$ cat src/rtl/fifo_burst_reader_pkg.sv
// Shared types and helpers for the fifo_burst_reader burst controller.
package fifo_burst_reader_pkg;

  typedef enum logic [1:0] {
    ST_IDLE  = 2'd0,
    ST_READ  = 2'd1,
    ST_DRAIN = 2'd2,
    ST_DONE  = 2'd3
  } state_t;

  // Default output-buffer depth and the matching pointer width.
  localparam int BDEPTH_DEF = 4;
  localparam int BPTR_W     = $clog2(BDEPTH_DEF);

  // Pointer width for an arbitrary power-of-2 buffer depth.
  function automatic int ptr_w(input int depth);
    return $clog2(depth);
  endfunction

endpackage

$ cat src/rtl/fifo_burst_reader_sync_buf.sv
// Small single-clock FIFO that holds words returned by the upstream FIFO
// until the downstream consumer accepts them. Push and pop in the same cycle
// leave the occupancy unchanged.
module fifo_burst_reader_sync_buf
  import fifo_burst_reader_pkg::*;
#(
  parameter int DW    = 8,
  parameter int DEPTH = BDEPTH_DEF
) (
  input  logic                     clk,
  input  logic                     rst,
  input  logic                     push,
  input  logic [DW-1:0]            din,
  input  logic                     pop,
  output logic [DW-1:0]            dout,
  output logic [ptr_w(DEPTH):0]    occ,
  output logic                     empty,
  output logic                     full
);

  localparam int PW = ptr_w(DEPTH);
  localparam int OW = PW + 1;

  logic [DW-1:0] mem_q [DEPTH];
  logic [DW-1:0] mem_d [DEPTH];
  logic [PW-1:0] wr_ptr_q, wr_ptr_d;
  logic [PW-1:0] rd_ptr_q, rd_ptr_d;
  logic [PW:0]   occ_q, occ_d;
  logic          do_push_s, do_pop_s;

  assign empty     = (occ_q == OW'(0));
  assign full      = (occ_q == OW'(DEPTH));
  assign occ       = occ_q;
  assign dout      = mem_q[rd_ptr_q];
  assign do_push_s = push && !full;
  assign do_pop_s  = pop && !empty;

  // Next-state of storage, pointers and occupancy.
  always_comb begin
    mem_d    = mem_q;
    wr_ptr_d = wr_ptr_q;
    rd_ptr_d = rd_ptr_q;
    occ_d    = occ_q;
    if (do_push_s) begin
      mem_d[wr_ptr_q] = din;
      wr_ptr_d        = wr_ptr_q + 1'b1;
    end else begin
      wr_ptr_d = wr_ptr_q;
    end
    if (do_pop_s) begin
      rd_ptr_d = rd_ptr_q + 1'b1;
    end else begin
      rd_ptr_d = rd_ptr_q;
    end
    case ({do_push_s, do_pop_s})
      2'b10:   occ_d = occ_q + 1'b1;
      2'b01:   occ_d = occ_q - 1'b1;
      default: occ_d = occ_q;
    endcase
  end

  // Buffer state registers; reset empties and clears the storage.
  always_ff @(posedge clk or posedge rst) begin
    if (rst) begin
      for (int i = 0; i < DEPTH; i++) begin
        mem_q[i] <= '0;
      end
      wr_ptr_q <= '0;
      rd_ptr_q <= '0;
      occ_q    <= '0;
    end else begin
      mem_q    <= mem_d;
      wr_ptr_q <= wr_ptr_d;
      rd_ptr_q <= rd_ptr_d;
      occ_q    <= occ_d;
    end
  end

endmodule

$ cat src/rtl/fifo_burst_reader.sv
// Read-side burst controller for asyn_fifo: issues rinc under a credit rule
// (buffered + in-flight words never exceed BDEPTH), absorbs the one-cycle
// read latency in a small buffer and presents a valid/ready stream.
// Optional sequence checker: define FIFO_BURST_READER_SEQCHK_EN to add O_err.
module fifo_burst_reader
  import fifo_burst_reader_pkg::*;
#(
  parameter int DSIZE  = 8,
  parameter int LSIZE  = 16,
  parameter int BDEPTH = BDEPTH_DEF
) (
  input  logic             I_clk,
  input  logic             I_rst,
  input  logic             I_start,
  input  logic [LSIZE-1:0] I_len,
  input  logic             I_rempty,
  output logic             O_rinc,
  input  logic [DSIZE-1:0] I_rdata,
  output logic [DSIZE-1:0] O_data,
  output logic             O_valid,
  input  logic             I_ready,
  output logic             O_busy,
  output logic             O_done
`ifdef FIFO_BURST_READER_SEQCHK_EN
  , output logic           O_err
`endif
);

  localparam int PW = ptr_w(BDEPTH);
  localparam int CW = PW + 2;

  state_t           state_q, state_d;
  logic [LSIZE-1:0] issue_cnt_q, issue_cnt_d;
  logic [LSIZE-1:0] out_cnt_q, out_cnt_d;
  logic             inflight_q, inflight_d;

  logic [PW:0]      occ_s;
  logic             empty_s, full_s;
  logic [DSIZE-1:0] head_s;
  logic [CW-1:0]    credit_s;
  logic             rinc_s, pop_s;

  fifo_burst_reader_sync_buf #(
    .DW    (DSIZE),
    .DEPTH (BDEPTH)
  ) u_sync_buf (
    .clk   (I_clk),
    .rst   (I_rst),
    .push  (inflight_q),
    .din   (I_rdata),
    .pop   (pop_s),
    .dout  (head_s),
    .occ   (occ_s),
    .empty (empty_s),
    .full  (full_s)
  );

  assign credit_s = {1'b0, occ_s} + {{(PW+1){1'b0}}, inflight_q};
  assign pop_s    = !empty_s && I_ready;

  assign O_rinc  = rinc_s;
  assign O_valid = !empty_s;
  assign O_data  = head_s;
  assign O_busy  = (state_q == ST_READ) || (state_q == ST_DRAIN);
  assign O_done  = (state_q == ST_DONE);

  // Burst FSM, read-credit decision and burst counters.
  always_comb begin
    state_d     = state_q;
    issue_cnt_d = issue_cnt_q;
    out_cnt_d   = out_cnt_q;
    rinc_s      = 1'b0;
    if (pop_s && (out_cnt_q != '0)) begin
      out_cnt_d = out_cnt_q - LSIZE'(1);
    end else begin
      out_cnt_d = out_cnt_q;
    end
    case (state_q)
      ST_IDLE: begin
        if (I_start) begin
          if (I_len != '0) begin
            issue_cnt_d = I_len;
            out_cnt_d   = I_len;
            state_d     = ST_READ;
          end else begin
            state_d = ST_DONE;
          end
        end else begin
          state_d = ST_IDLE;
        end
      end
      ST_READ: begin
        rinc_s = !I_rempty && (issue_cnt_q != '0) &&
                 (credit_s < CW'(BDEPTH)) && !full_s;
        if (rinc_s) begin
          issue_cnt_d = issue_cnt_q - LSIZE'(1);
        end else begin
          issue_cnt_d = issue_cnt_q;
        end
        if (issue_cnt_d == '0) begin
          state_d = ST_DRAIN;
        end else begin
          state_d = ST_READ;
        end
      end
      ST_DRAIN: begin
        if (out_cnt_d == '0) begin
          state_d = ST_DONE;
        end else begin
          state_d = ST_DRAIN;
        end
      end
      ST_DONE: state_d = ST_IDLE;
      default: state_d = ST_IDLE;
    endcase
    inflight_d = rinc_s;
  end

  // FSM and counter registers.
  always_ff @(posedge I_clk or posedge I_rst) begin
    if (I_rst) begin
      state_q     <= ST_IDLE;
      issue_cnt_q <= '0;
      out_cnt_q   <= '0;
      inflight_q  <= 1'b0;
    end else begin
      state_q     <= state_d;
      issue_cnt_q <= issue_cnt_d;
      out_cnt_q   <= out_cnt_d;
      inflight_q  <= inflight_d;
    end
  end

`ifdef FIFO_BURST_READER_SEQCHK_EN
  logic [LSIZE-1:0] exp_q, exp_d;
  logic             err_q, err_d;

  assign O_err = err_q;

  // Expected-word tracking: restart at 1 per burst, flag any out-of-order word.
  always_comb begin
    exp_d = exp_q;
    err_d = err_q;
    if ((state_q == ST_IDLE) && I_start) begin
      exp_d = LSIZE'(1);
    end else if (pop_s) begin
      exp_d = exp_q + LSIZE'(1);
    end else begin
      exp_d = exp_q;
    end
    if (pop_s && (head_s != exp_q[DSIZE-1:0])) begin
      err_d = 1'b1;
    end else begin
      err_d = err_q;
    end
  end

  // Sequence-checker registers; the error flag is sticky until reset.
  always_ff @(posedge I_clk or posedge I_rst) begin
    if (I_rst) begin
      exp_q <= '0;
      err_q <= 1'b0;
    end else begin
      exp_q <= exp_d;
      err_q <= err_d;
    end
  end
`endif

endmodule

$ cat config.mk
export PLATFORM = sky130hd
export DESIGN_NAME = fifo_burst_reader
export DESIGN_NICKNAME = d
export VERILOG_FILES = /design/src/rtl/fifo_burst_reader_pkg.sv /design/src/rtl/fifo_burst_reader_sync_buf.sv /design/src/rtl/fifo_burst_reader.sv
export SDC_FILE = /design/constraint.sdc
export NUM_CORES = 1
export LEC_CHECK = 0
export CAP_MARGIN = 30
export CORE_MARGIN = 1
export CORE_UTILIZATION = 58
export DETAILED_ROUTE_END_ITERATION = 16
export GPL_TIMING_DRIVEN = 0
export PLACE_DENSITY = 0.82
export SLEW_MARGIN = 30
export SYNTH_ARGS = -nofsm -noshare
export SYNTH_HDL_FRONTEND = slang
export SYNTH_HIERARCHICAL = 1
export SYNTH_SLANG_ARGS = --single-unit
$ cat constraint.sdc
create_clock -name I_clk -period 3.5 [get_ports I_clk]
set_clock_uncertainty 0.15 [all_clocks]
set_input_delay 0.7 -clock I_clk [delete_from_list [all_inputs] [get_ports I_clk]]
set_output_delay 0.7 -clock I_clk [all_outputs]
set_load 0.05 [all_outputs]
==> results.md <==
* FP Rows at 31
* Area share of the largest cell type after synthesis at 42.23%
* Multi-input logic area at 2402 um^2
* Core ar. at 7292 um^2
* Clock transition at path regs at 0.08 ns
* Switching share of power at 43.65%
* Simple-gate share of the synthesized area at 18.83%
* Largest family of logic cells by synthesized area: simple AND/OR/NAND/NOR gates
* Sw Pwr at 2.100 mW
* Wire per inst at 18.46 um
* Number of port buffers at 40
* Vias in the first global route at 3605
* Post-Place Setup Slack at -0.7485 ns
* Detailed placement HPWL at 7743 um
* Cell variety after synth at 60
* Adder-cell area share of the yosys netlist at 3.880%
* Fin Hold WS at 0.3590 ns
* Vias per cell at 6.238
* Hold buffers post-CTS at 0
* Die X at 88.96 um
* Crit path DAT at 2.56 ns
* CP Class: input pin to primary output
* Clock Sinks at 74
* Min-delay src: u_sync_buf/mem_q[6]$_DFFE_PP0P_
* Starting Density at 60.14%
* CTS max path bufs at 2
* FMAX at 0.2928 GHz
* Post-Route WL at 10930 um
* Sequential Area at 1852 um^2
* Internal power at 2.711 mW
* Root Buffer: clkbuf_8
* Worst r2r src: out_cnt_q[0]$_DFF_PP0_
* Synth Instances at 436
* CTS tree: done
* Leakage at 2.099 nW
* Mux share of post-synthesis cell area at 14.01%
* TritonRoute pass-1 iters at 5
* Post-synth net total at 478
* Synth area leader: dfrtp_1
* GRT Resource Usage Total at 29.59%
* Maxcap violations at 0
* Number of synthesized flops with an enable pin at 0
* RSZ-0062 raised after global routing: no
* Compound-Gate Fraction of Synth Area at 13.95%
* Rel. slew slack at 46.84%
* Fin Setup TNS at 0 ns
* Critical Path Fanout Max at 10
* P&R area growth vs syn at 18.12%
* Postcts setup bufs at 0
* Clock power frac at 16.3%
* Vias post-DR at 3693
* Comb pwr share at 49.9%
* Status: finished, final reports clean
* Sequential power share at 33.9%
* Pwr Density at 928.8 nW/um^2
* TritonCTS Buffers at 9
* First-pass GRT wire length at 17550 um
* Dpl cell area at 4930 um^2
* Pin count of the biggest net entering global routing at 40
* Most used DFF post-synth: dfrtp_1
* Final ANT Viol Nets at 0
* Ys async rst share at 100.0%
* IO Pins at 41
* Worst skew pair latency at 0.36 ns
* Sequential-to-total area share from yosys stat at 42.23%
* Initial antenna violation count at 0
* Pins Over Slew Limit at 0
* RePlAce Congestion at 0.9313
* Die footprint at 7913 um^2
* Synth Area per Inst at 10.06 um^2
* Post-synthesis xor/xnor area fraction at 3.795%
* Layout cell share with drive strength beyond 1 at 18.05%
* Critical path launch point: I_rempty
* Aggregate global routing overflow at 0
* Final Util at 71.04%
* Antenna Cells at 0
* Final Critical Period at 3.415 ns
* Die H at 88.96 um
* Synth warnings at 6
* Slew of the pin with the lowest slew margin at 0.7962 ns
* DRC errors left at 0
* Peak VDD IR at 0.5499 mV
* Fillcell total at 552
* Post-route setup slack at 0.08524 ns
* Number of DRC markers in iteration 0 at 286
* Final setup viols at 0
* Main area contributors after synthesis: dfrtp_1 (42%), mux2_2 (9.0%), mux4_2 (4.1%)
* Yosys reg bits at 74
* Worst setup EP type: primary output
* Hold WC Path Type: register to register
* # nets final at 530
* Crit share post-route at 97.56%
* Cell Area, Synth at 4385 um^2
* CP Data Required Time at 2.65 ns
* Post-route cell area at 5180 um^2
* H-tree depth at 3
* CP Launch Type: input pin
* Final hold violation count at 0
## what timing repair did
item | in CTS | in global routing
endpoints found under the hold margin | 0 | 0
resized for setup | 8 | 4
pin swaps | 0 | 0
endpoints found under the setup margin | 1 | 1
## synth_stat cells, drive strengths merged (4+ instances only)
library cell  instances
a21oi                21
a31oi                12
and3                  4
buf                   5
clkbuf               13
dfrtp                74
ha                   12
inv                  18
mux2                 35
mux2i                 4
mux4                  8
nand2                45
nand3                12
nor2                 41
nor3                 12
nor3b                 5
nor4                 10
o21a                  7
o21ai                18
o22a                  8
o22ai                 5
or3                   6
or4                   6
xnor2                10
xor2                  9
## placed cells by master (no fill, tap or decap), types with 12 or more instances in the layout
master            n
a21oi_1          18
a31oi_1          12
clkbuf_1         12
clkdlybuf4s50_1  39
dfrtp_1          74
ha_1             12
inv_1            16
mux2_2           35
nand2_1          45
nand3_1          12
nor2_1           37
o21ai_0          14
## critical path, cell delays in order
cell and delay, ns:
clkdlybuf4s50_1 0.48, nor3_2 0.25, nand2_1 0.13, a21oi_2 0.27
clkbuf_4 0.28, nand2_1 0.09, inv_1 0.12, clkbuf_4 0.24
## state kept, by name, indices dropped and copies added (netlist names)
register	cells
u_sync_buf/mem_q	32
issue_cnt_q	16
out_cnt_q	16
u_sync_buf/occ	3
state_q	2
u_sync_buf/rd_ptr_q	2
u_sync_buf/wr_ptr_q	2
inflight_q	1
## per-layer routing
metal  track usage (%)  routed length [um]  vias up
met5                 0                   0        -
met4             12.12                 271        0
met3             4.155                 687       30
met2             48.53                5259      156
met1             39.93                4713     1800
li1                  -                   -     1707
## kinds of logic (layout without fill, tap and decap cells)
logic type,after synthesis,count (layout)
buffers and inverters,36,93
multiplexers,47,47
adder cells (fa/ha/maj),13,13
AO/OA/AOI/OAI,89,89
XOR/XNOR,19,19
flip-flops,74,74
AND/OR/NAND/NOR,158,158
## per-stage QoR
step	total power, mW	instances
3_5_place_dp	3.978	576
3_3_place_gp	3.860	575
4_1_cts	4.791	592
5_1_grt	5.098	592
2_1_floorplan	3.330	436
6_report	4.811	592
## path summary, 6_finish.rpt
path	cells past startpoint	slack, ns	endpoint
max in group asynchronous	2	1.93	u_sync_buf/occ[0]$_DFFE_PP0P_
min in group asynchronous	2	0.54	out_cnt_q[10]$_DFF_PP0_
hold / removal	1	0.36	u_sync_buf/mem_q[6]$_DFFE_PP0P_
setup reg to reg	9	0.53	state_q[0]$_DFF_PP0_
setup / recovery	8	0.09	O_rinc
hold reg to reg	1	0.36	u_sync_buf/mem_q[6]$_DFFE_PP0P_
## power groups by stage
stage | logic (mW) | registers, mW | clock network, mW
floorplan | 1.81 | 1.52 | 0
finish | 2.40 | 1.63 | 0.782
CTS | 2.38 | 1.62 | 0.792
detailed placement | 2.35 | 1.63 | 0
global placement | 2.27 | 1.59 | 0
global route | 2.58 | 1.68 | 0.831
## layout make-up
type / count / share of cell area [%]
clock inverter: 6 / 1.884
timing repair buffer: 41 / 8.068
clock buffer: 10 / 2.657
buffer: 18 / 1.570
sequential: 74 / 35.75
multi-input combinational: 326 / 46.38
tap: 99 / 2.391
inverter: 18 / 1.304
(Power assumes the default switching activity.)
